**config.mk**
```make
export PLATFORM = sky130hd
export DESIGN_NAME = mips_hazard_scoreboard
export DESIGN_NICKNAME = d
export VERILOG_FILES = /design/src/rtl/mips_hazard_scoreboard.sv
export SDC_FILE = /design/constraint.sdc
export NUM_CORES = 1
export LEC_CHECK = 0
export CORE_MARGIN = 2
export CORE_UTILIZATION = 30
export CTS_CLUSTER_SIZE = 28
export DETAILED_ROUTE_END_ITERATION = 7
export PLACE_DENSITY = 0.49
export RECOVER_POWER = 25
export REMOVE_ABC_BUFFERS = 1
export SLEW_MARGIN = 40
export SYNTH_ARGS = -nofsm -noshare
export SYNTH_HDL_FRONTEND = slang
export SYNTH_SLANG_ARGS = --single-unit
```
**constraint.sdc**
```tcl
create_clock -name clk -period 2.1 [get_ports clk]
set_input_delay 0.42 -clock clk [delete_from_list [all_inputs] [get_ports clk]]
set_output_delay 0.42 -clock clk [all_outputs]
set_load 0.01 [all_outputs]
```
**src/rtl/mips_hazard_scoreboard.sv**
```systemverilog
// MIPS hazard scoreboard: tracks pending destinations in the post-decode stages
// and produces the decode-stage stall and forwarding selects.
// Optional feature: define MIPS_HAZARD_FWD_EN to enable forwarding (stall only on load-use).
module mips_hazard_scoreboard #(
  parameter int unsigned REG_AW     = 3,
  parameter int unsigned PIPE_DEPTH = 3,
  parameter int unsigned CNT_W      = 16
) (
  input  logic                                clk,
  input  logic                                rst,
  input  logic                                id_valid,
  input  logic [REG_AW-1:0]                   id_src1,
  input  logic [REG_AW-1:0]                   id_src2,
  input  logic                                id_src1_used,
  input  logic                                id_src2_used,
  input  logic [REG_AW-1:0]                   id_dest,
  input  logic                                id_dest_wr,
  input  logic                                id_is_load,
  input  logic                                stat_clr,
  output logic                                stall_n,
  output logic [$clog2(PIPE_DEPTH+1)-1:0]     fwd_sel1,
  output logic [$clog2(PIPE_DEPTH+1)-1:0]     fwd_sel2,
  output logic [CNT_W-1:0]                    stall_cnt
);

  localparam int unsigned SEL_W = $clog2(PIPE_DEPTH + 1);

  typedef struct packed {
    logic              vld;
    logic [REG_AW-1:0] dest;
    logic              load;
  } slot_t;

  slot_t             slots [PIPE_DEPTH];
  logic [REG_AW-1:0] src   [2];
  logic              used  [2];
  logic [PIPE_DEPTH-1:0] hit [2];
  logic              push;

  assign src[0]  = id_src1;
  assign src[1]  = id_src2;
  assign used[0] = id_src1_used;
  assign used[1] = id_src2_used;

  // Per-source, per-slot match against pending destinations; r0 never matches
  always_comb begin
    for (int s = 0; s < 2; s++) begin
      hit[s] = '0;
      for (int k = 0; k < int'(PIPE_DEPTH); k++) begin
        hit[s][k] = used[s] && (src[s] != '0) && slots[k].vld && (slots[k].dest == src[s]);
      end
    end
  end

`ifdef MIPS_HAZARD_FWD_EN
  logic [SEL_W-1:0] sel [2];

  // Youngest matching slot wins: scan oldest to youngest so the youngest overrides
  always_comb begin
    for (int s = 0; s < 2; s++) begin
      sel[s] = '0;
      for (int k = int'(PIPE_DEPTH) - 1; k >= 0; k--) begin
        if (hit[s][k]) sel[s] = SEL_W'(k + 1);
      end
    end
  end

  // Only a load result still in EX cannot be forwarded in time
  always_comb begin
    stall_n  = 1'b1;
    fwd_sel1 = '0;
    fwd_sel2 = '0;
    if (id_valid) begin
      stall_n  = !(slots[0].load && (hit[0][0] || hit[1][0]));
      fwd_sel1 = sel[0];
      fwd_sel2 = sel[1];
    end
  end
`else
  // Without forwarding any pending producer blocks decode until it drains
  always_comb begin
    stall_n  = 1'b1;
    fwd_sel1 = '0;
    fwd_sel2 = '0;
    if (id_valid && ((|hit[0]) || (|hit[1]))) stall_n = 1'b0;
  end
`endif

  assign push = id_valid && id_dest_wr && (id_dest != '0) && stall_n;

  // Pipeline shadow: slot 0 takes the issuing instruction or a bubble, older slots shift
  always_ff @(posedge clk or negedge rst) begin
    if (!rst) begin
      for (int k = 0; k < int'(PIPE_DEPTH); k++) slots[k] <= '0;
    end else begin
      slots[0] <= push ? slot_t'{vld: 1'b1, dest: id_dest, load: id_is_load} : '0;
      for (int k = 1; k < int'(PIPE_DEPTH); k++) slots[k] <= slots[k-1];
    end
  end

  // Saturating stall-cycle counter; clear has priority over counting
  always_ff @(posedge clk or negedge rst) begin
    if (!rst) begin
      stall_cnt <= '0;
    end else if (stat_clr) begin
      stall_cnt <= '0;
    end else if (id_valid && !stall_n && (stall_cnt != '1)) begin
      stall_cnt <= stall_cnt + CNT_W'(1);
    end
  end

endmodule

```
==> metrics <==
I/O pins=38; CP max stage delay=0.44 ns; Mean Syn Cell Area=10.2 um2; Area Growth Syn to Fin=22.6%; min Tclk post-route=2.02 ns; DR vias/cell=5.11; Net Sw Frac=0.240; initial core utilization=0.306; Pwr per Cell Area=504 nW/um2; Inst Count DP=257; Worst Hold End=slots[4]$_DFF_PN0_; R2R cell count=7; Vias=1335; post-route insts no fill=261; actual slew at the worst max-slew pin=0.713 ns; FP Rows=27; number of synthesized register bits=28; gpl congestion=0.870; first-pass GRT wire length=6.45 mm; largest net degree at the start of global routing=32; CTS root buf=clkbuf_8; Netlist cell types=33; CTS tree=yes; worst reg2reg startpoint=slots[8]$_DFF_PN0_; Flop pwr share=0.550; Num Clock Sinks=28; Worst Hold Depth=0; total grt overflow=0; Bufs and invs on worst path=2; Static Leak=0.807 nW; RSZ-0062 raised after global routing=no; fin util=0.376; vias in the first global route=1379; Slew Limit Headroom=0.525; share of cells above drive strength 1=0.116; dpl ws=-0.561 ns; placed wire-length estimate=2.85 mm; Setup Buffers After CTS=0; Hold Vio Cnt, Final=0; worst clock skew=0.00642 ns; CP delay by family, top=compound AO/OA/AOI/OAI gates; hold_buf cts=0; Worst EP arrival=1.60 ns; IO buf count=32; crit path kind=input port to output pin; Pint=778 uW; footprint of the multi-input gates=832 um2; Max clock buf depth=2; diodes inserted=0; hold_sp=slots[9]$_DFF_PN0_; fmax=494 MHz; Worst path slowest cell=o311a_1; final wirelength=3.83 mm; Logic pwr share=0.119; clock power share=0.331; setup violators final=0; R2R Path End=stall_cnt[11]$_DFFE_PN0P_; Ys Warns=0; Syn Inst Count=162; max_cap viols=0; cells along the critical path=dlygate4sd2_1, o311a_1, a22oi_4, clkdlybuf4s15_2; core area=5410 um2; DRT Pass-1 Iters=3; overall die area=6130 um2; Tot GR Track Use=0.133; Setup crit start kind=input port; Worst VDD drop=0.000244 V; Post-Syn Area=1660 um2; DRC=0; DRT antenna net count=0; Seq/Total Area, Yosys=0.423; Max Slew Vio Count=0; Clock Pin Slew Worst Setup and Hold Paths=0.09 ns; Routed WL per cell=14.7 um; crit path max fanout=5; Die Span Y=78.3 um; drt initial violations=51; chip width=78.3 um; H-tree Lvls=1; fillers=572; antenna violations before repair=0; clock latency on the worst-skew pair=0.28 ns; register area=701 um2; status=finished clean; nets@finish=208; min-delay worst type=flip-flop to flip-flop; Sw Pwr=246 uW; setup ws final=0.0754 ns; CP required=1.68 ns; crit path from=id_src2[0]; flop2flop setup slack=0.18 ns; crit share post-route=0.964; crit end category=output pin; cts bufs inserted=3
layout make-up:
class / instances / share of cell area
timing repair buffer: 38 / 0.172
multi-input combinational: 118 / 0.410
inverter: 1 / 0.00185
sequential: 28 / 0.345
clock buffer: 4 / 0.0271
tap: 72 / 0.0444
power by group through the flow:
stage / Sequential, mW / Combinational [mW] / Clock, mW
2_1_floorplan: 0.571 / 0.0509 / 0
3_3_place_gp: 0.574 / 0.124 / 0
3_5_place_dp: 0.574 / 0.128 / 0
4_1_cts: 0.563 / 0.123 / 0.351
5_1_grt: 0.565 / 0.136 / 0.371
6_report: 0.562 / 0.122 / 0.339
sequential cells by signal, indices dropped and copies added (netlist names):
name,flops
slots,12
stall_cnt,16
timing repair:
action,CTS,global route
resized for setup,9,8
pin swaps,1,1
hold endpoints to repair,0,0
cloned,0,0
setup endpoints to repair,14,13
worst max-delay path by stage:
stage                     slack [ns]  cells past startpoint                         to
after floorplan                 0.37                      2                    stall_n
after global placement         -0.52                      4                    stall_n
after detailed placement       -0.56                      4                    stall_n
after CTS                       0.02                      4                    stall_n
after global routing            0.03                      6  stall_cnt[11]$_DFFE_PN0P_
final                           0.08                      4                    stall_n
stage by stage:
stage                     TNS (ns)  power, mW  hold WS (ns)  area (um2)
after floorplan                  0      0.621         0.124        1530
after global placement       -5.98      0.698         0.402        1980
after detailed placement     -7.11      0.701         0.394        1980
after CTS                        0       1.04         0.416        2030
after global routing             0       1.07         0.436        2030
final                            0       1.02         0.414        2030
placed cells by master (no fill, tap or decap), drive strengths merged, types with 2 or more instances in the layout:
cell / netlist / final
nor2: 2 / 2
clkdlybuf4s50: 0 / 24
conb: 1 / 4
o41ai: 2 / 2
o31ai: 12 / 12
o311a: 4 / 4
nand2: 9 / 9
nand3: 8 / 8
clkbuf: 1 / 8
buf: 17 / 5
and2: 5 / 5
nor2b: 2 / 2
nand4: 8 / 8
a21oi: 15 / 15
o21ai: 4 / 4
and3: 6 / 6
or4: 13 / 13
xnor2: 18 / 18
dfrtp: 28 / 28
dlygate4sd2: 0 / 3
layer usage:
| metal | track usage | up-vias | share of wire |
|---|---|---|---|
| met5 | 0 | - | 0 |
| met4 | 0.0474 | 0 | 0.013 |
| met3 | 0.0253 | 5 | 0.041 |
| met2 | 0.228 | 33 | 0.49 |
| met1 | 0.166 | 648 | 0.46 |
| li1 | - | 649 | - |
logic make-up after synthesis:
logic type               share of synthesized area
AND/OR/NAND/NOR                              0.219
AO/OA/AOI/OAI                                0.165
flip-flops                                   0.423
buffers and inverters                       0.0884
XOR/XNOR                                    0.0952
adder cells (fa/ha/maj)                    0.00755
other                                      0.00226
cell usage after synthesis, drive strengths merged:
master  number  area (um2)
or4         13        97.6
nand2        9        41.3
a22oi        1        21.3
a21oi       15        75.1
o311a        4        40.0
nand4        8        50.1
inv          1        3.75
and3         6        42.5
and4         1        11.3
and2         5        31.3
dfrtp       28         701
conb         1        3.75
buf         17         139
nor3         1        5.00
or3          1        6.26
o21ai        4        20.0
o41ai        2        17.5
clkbuf       1        3.75
xnor2       18         158
o31ai       12        90.1
nor2b        2        12.5
nand3        8        50.1
ha           1        12.5
nor2         2        15.0
o311ai       1        8.76
No activity file was read; power rests on OpenSTA's default activity.
